==> src/rtl/instr_mem_loader.sv <==
// Program loader for the instruction memory.
// Takes a byte stream (valid/ready) with the most-significant byte of each word first.
// Packs the bytes into big-endian words and writes them to consecutive word addresses from 0.
// A load finishes cleanly on the HALT word 32'hFFFFFFFF. A load that fills every address
// without a HALT word ends in an error state instead.
module instr_mem_loader #(
    parameter int unsigned TAM    = 32,
    parameter int unsigned DEPTH  = 2048,
    parameter int unsigned ADDR_W = 11
) (
    input  logic              clk,
    input  logic              reset,
    input  logic              start,
    input  logic              in_valid,
    input  logic [7:0]        in_byte,
    output logic              in_ready,
    output logic              wr_en,
    output logic [ADDR_W-1:0] wr_addr,
    output logic [TAM-1:0]    wr_data,
    output logic              loading,
    output logic              done,
    output logic              error,
    output logic [ADDR_W:0]   word_count
);

    localparam logic [TAM-1:0]    HaltWord = '1;
    localparam logic [ADDR_W-1:0] LastAddr = ADDR_W'(DEPTH - 1);

    typedef enum logic [1:0] {
        StIdle,
        StLoad,
        StDone,
        StErr
    } state_e;

    state_e state_q, state_d;

    // Bytes 0..2 of the word in progress; the 4th byte goes straight into wr_data_q.
    logic [TAM-9:0]    shift_q, shift_d;
    logic [1:0]        byte_idx_q, byte_idx_d;
    logic [ADDR_W-1:0] addr_q, addr_d;
    logic [ADDR_W:0]   word_count_q, word_count_d;
    logic              wr_en_q, wr_en_d;
    logic [ADDR_W-1:0] wr_addr_q, wr_addr_d;
    logic [TAM-1:0]    wr_data_q, wr_data_d;

    logic start_load;
    logic accept;
    logic write_halt;
    logic write_last;

    // start is only honoured outside LOAD; a load in progress cannot be restarted
    assign start_load = start && (state_q != StLoad);
    assign accept     = in_valid && in_ready;
    assign write_halt = wr_en_q && (wr_data_q == HaltWord);
    assign write_last = wr_en_q && (wr_addr_q == LastAddr);

    // State register
    always_ff @(posedge clk or negedge reset) begin
        if (!reset) begin
            state_q <= StIdle;
        end else begin
            state_q <= state_d;
        end
    end

    // Next-state logic
    always_comb begin
        state_d = state_q;
        case (state_q)
            StIdle, StDone, StErr: begin
                if (start) begin
                    state_d = StLoad;
                end
            end
            StLoad: begin
                // Leave LOAD in the cycle after the write strobe.
                // HALT takes priority over running out of address space.
                if (write_halt) begin
                    state_d = StDone;
                end else if (write_last) begin
                    state_d = StErr;
                end
            end
            default: state_d = StIdle;
        endcase
    end

    // State-decoded outputs; no byte is taken while a write strobe is out
    always_comb begin
        loading  = (state_q == StLoad);
        done     = (state_q == StDone);
        error    = (state_q == StErr);
        in_ready = (state_q == StLoad) && !wr_en_q;
    end

    // Datapath next-state: byte assembly, write strobe, address and word counters
    always_comb begin
        shift_d      = shift_q;
        byte_idx_d   = byte_idx_q;
        addr_d       = addr_q;
        word_count_d = word_count_q;
        wr_en_d      = 1'b0;
        wr_addr_d    = wr_addr_q;
        wr_data_d    = wr_data_q;

        if (start_load) begin
            shift_d      = '0;
            byte_idx_d   = '0;
            addr_d       = '0;
            word_count_d = '0;
        end else if (state_q == StLoad) begin
            if (wr_en_q) begin
                // The write completes this cycle.
                // The address stops at the last word instead of wrapping to 0.
                word_count_d = word_count_q + (ADDR_W + 1)'(1);
                if (addr_q != LastAddr) begin
                    addr_d = addr_q + ADDR_W'(1);
                end
            end else if (accept) begin
                if (byte_idx_q == 2'd3) begin
                    wr_en_d    = 1'b1;
                    wr_data_d  = {shift_q, in_byte};
                    wr_addr_d  = addr_q;
                    shift_d    = '0;
                    byte_idx_d = '0;
                end else begin
                    shift_d    = {shift_q[TAM-17:0], in_byte};
                    byte_idx_d = byte_idx_q + 2'd1;
                end
            end
        end
    end

    // Datapath registers; reset discards any partial word and pending strobe
    always_ff @(posedge clk or negedge reset) begin
        if (!reset) begin
            shift_q      <= '0;
            byte_idx_q   <= '0;
            addr_q       <= '0;
            word_count_q <= '0;
            wr_en_q      <= 1'b0;
            wr_addr_q    <= '0;
            wr_data_q    <= '0;
        end else begin
            shift_q      <= shift_d;
            byte_idx_q   <= byte_idx_d;
            addr_q       <= addr_d;
            word_count_q <= word_count_d;
            wr_en_q      <= wr_en_d;
            wr_addr_q    <= wr_addr_d;
            wr_data_q    <= wr_data_d;
        end
    end

    // Registered outputs; wr_addr and wr_data keep their values between strobes
    always_comb begin
        wr_en      = wr_en_q;
        wr_addr    = wr_addr_q;
        wr_data    = wr_data_q;
        word_count = word_count_q;
    end

endmodule

==> config.mk <==
export PLATFORM = sky130hd
export DESIGN_NAME = instr_mem_loader
export DESIGN_NICKNAME = d
export VERILOG_FILES = /design/src/rtl/instr_mem_loader.sv
export SDC_FILE = /design/constraint.sdc
export NUM_CORES = 1
export LEC_CHECK = 0
export ABC_AREA = 1
export BUFFER_PORTS_ARGS = -buffer_cell sky130_fd_sc_hd__buf_2
export CORE_MARGIN = 1.5
export CORE_UTILIZATION = 39
export CTS_CLUSTER_SIZE = 24
export DETAILED_ROUTE_END_ITERATION = 10
export SLEW_MARGIN = 25
export SYNTH_ARGS = -nofsm -noshare
export SYNTH_HDL_FRONTEND = slang
export SYNTH_SLANG_ARGS = --single-unit
==> constraint.sdc <==
create_clock -name clk -period 1.8 [get_ports clk]
set_input_delay 0.18 -clock clk [delete_from_list [all_inputs] [get_ports clk]]
set_output_delay 0.18 -clock clk [all_outputs]
set_load 0.01 [all_outputs]
==> results.cfg <==
[status]
status = finished, final reports clean

[setup_path]
r2r-start = state_q[1]
r2r_end = word_count[10]
crit_path_max_fanout = 8
critPathCaptureType = flip-flop
crit_type = flip-flop to flip-flop
ff2ff_setup_slack_ns = 0.21
worstPathArrival_ns = 1.84
cpMaxStageDelayCell = dfrtp_1
max_stage_delay_ns = 0.45
rr_worst_depth = 9
crit_chain = inv_2 > nand2_4 > nand2_1 > nand2_4 > nand3_4 > nor2_2 > nand2_1 > nor2_1 > nor2_1
critPathRequiredTime_ns = 2.04
crit_path_start_kind = flip-flop

[grt]
grt_pass1_wl_um = 16910
grt_pass1_vias = 3303
antenna_found_initial = 1
overflow = 0
grt_use_total_pct = 18.49
grt_max_degree = 69

[min_path]
whs_endpoint = wr_data[4]
hp-class = input pin to flip-flop
min_from = in_byte[4]
min_path_cells = 3

[synthesis]
synth_area_leaders = dfrtp_1 54%, nand2_1 12%, o21ai_2 6.5%
ys_types = 27
synth-seq-area-share_pct = 53.84
synthTopCellsByCount = 141 x nand2_1, 95 x dfrtp_1, 71 x inv_1, 44 x nor2_1, 33 x o21ai_2
ys.flop_type = dfrtp_1
synth_edf_count = 0
yosysTopAreaCellShare_pct = 53.84
syn-num-nets = 514
syn_area_mm2 = 0.004415
post_synth.cell_area_avg_um2 = 8.849
synth_most_common_cell = nand2_1
synth_cells = 499
yosys_warnings = 0
synth_seq_cells = 95
synth_top_area_cell = dfrtp_1
async_reset_ff_share_pct = 100.0

[timing]
relSlewSlack_pct = 64.78
tns_ns = 0
hold_viol = 0
setup_viol = 0
finalCritPeriodShare_pct = 88.60
worst_hold_slack_ns = 0.06168
fmax_mhz = 627.1
postLayoutSetupSlackWorst_ns = 0.2053
skew_ns = 0.01004
grt_setup_unrepaired = false
final_max_slew_viol_count = 0
period_minus_slack_ns = 1.595
tightest_slew_ns = 0.5283

[drt]
wl_met1_um = 4813
first_iter_violations = 284
first_pass_iters = 4
met3_length_um = 463
wl_met2_um = 4676
routed_via_density = 4.842
drc = 0
postRouteAntennaNets = 0
vias = 3486
routed_wl_um = 10140
top_signal_layer_used = met4
wl_per_cell_um = 14.08

[cells_and_area]
instances_no_fill = 720
drive_above_1_share_pct = 24.83
syn_to_final_growth_pct = 17.82
fillers = 1074
nets = 590
diodes = 0

[clock_tree]
cts_buffers = 9
clk_latency_ns = 0.36
cts_setup_buffers = 0
cts_tree = built
clock-sinks = 95
cts_max_level = 3
clk_pin_slew_worst_paths_ns = 0.07
root_buffer = clkbuf_16
clock_path_buffers = 2

[pwr]
leakage_nw = 2.668
p_per_area_mw_per_mm2 = 1242
finalPower_w = 0.006461
vdd_ir_drop_max_uv = 636.5

[floorplanning]
initial_utilization_pct = 40.38
rows = 38
die_w_um = 109.4
coreArea_mm2 = 0.01094
die_y_um = 109.4
io-pin-count = 72
dieArea_mm2 = 0.01197

[job]
cap_violations = 0

[placed_design]
pre_cts_ws_ns = 0.2106
dp_cells = 703
gp_congestion = 0.8069
post-dp-hpwl_um = 7131
numPortBuffers = 71
## flip-flops by register name, summed over array words and instances (netlist names)
| register | cells |
|---|---|
| addr_q | 11 |
| byte_idx_q | 2 |
| shift_q | 24 |
| state_q | 2 |
| word_count | 12 |
| wr_addr | 11 |
| wr_data | 32 |
| wr_en | 1 |
## placed cells by master (no fill, tap or decap)
cell type and n:
a21oi_1 4, a31oi_1 1, and2_0 1, buf_12 2, buf_2 70, buf_4 7, clkbuf_16 9, clkinv_2 2
clkinvlp_4 2, dfrtp_1 95, dlygate4sd3_1 1, ha_1 3, inv_1 71, inv_2 2, inv_6 2, inv_8 1
nand2_1 141, nand2_2 1, nand2_4 4, nand3_1 20, nand3_4 1, nand4_1 9, nor2_1 43, nor2_2 3
nor2_4 3, nor2_8 2, nor3_1 2, o21ai_0 11, o21ai_1 7, o21ai_2 33, o22ai_1 24, xor2_1 3
## how the worst max path moves through the flow
| stage | start | endpoint | slack, ns | cells past startpoint |
|---|---|---|---|---|
| floorplan | state_q[1] | wr_addr[8] | 0.37 | 10 |
| global placement | state_q[1] | word_count[10] | 0.21 | 9 |
| detailed placement | state_q[1] | word_count[10] | 0.21 | 9 |
| CTS | state_q[1] | word_count[10] | 0.18 | 9 |
| global route | state_q[0] | addr_q[5] | 0.03 | 9 |
| finish | state_q[1] | word_count[10] | 0.21 | 9 |
## cell type report
| cell class | instances | area [µm²] | area share (%) |
|---|---|---|---|
| multi-input cells | 316 | 1644 | 31.60 |
| clock inverters | 7 | 53.80 | 1.034 |
| well taps | 140 | 175.2 | 3.367 |
| repair buffers | 80 | 452.9 | 8.706 |
| flip-flops and latches | 95 | 2377 | 45.70 |
| clock buffers | 9 | 225.2 | 4.329 |
| inverters | 73 | 274.0 | 5.267 |
## kinds of logic (layout without fill, tap and decap cells)
kind of cell	after synthesis	in the layout	share of synthesized area [%]
adders and majority gates	3	3	0.8502
xor gates and xnor gates	3	3	0.5952
AOI/OAI and AO/OA	80	80	12.58
and+or+nand+nor	230	230	23.15
buffers and inverters	88	169	8.983
DFF	95	95	53.84
## stage by stage
stage          utilization, %  instance area, µm²
5_1_grt                 47.57                5202
3_5_place_dp            44.91                4911
6_report                47.57                5202
2_1_floorplan               -                4415
4_1_cts                 47.55                5200
3_3_place_gp            44.91                4911
## worst max-delay path, delay by kind of cell, from the launching register on
family,cells,cell delay (ns)
flops,1,0.45
simple gates,8,0.97
buf+inv,1,0.08
## per-layer routing
metal  vias up  global-route usage, %
met5         -                      0
met4         0                  6.957
met3        12                  4.564
met2        77                  28.31
met1      1657                  25.29
li1       1740                      -
## what timing repair did
action,4_1_cts,5_1_grt
hold buffers,1,0
hold endpoints to repair,37,0
resized for setup,0,1
endpoints found under the setup margin,0,1
## power by group
part           total [W]  switching [W]  internal (W)
clock            0.00184       0.000891      0.000952
sequential       0.00285       0.000276       0.00258
combinational    0.00176        0.00115      0.000614
total            0.00646        0.00232       0.00415
No activity file was read; power rests on OpenSTA's default activity.
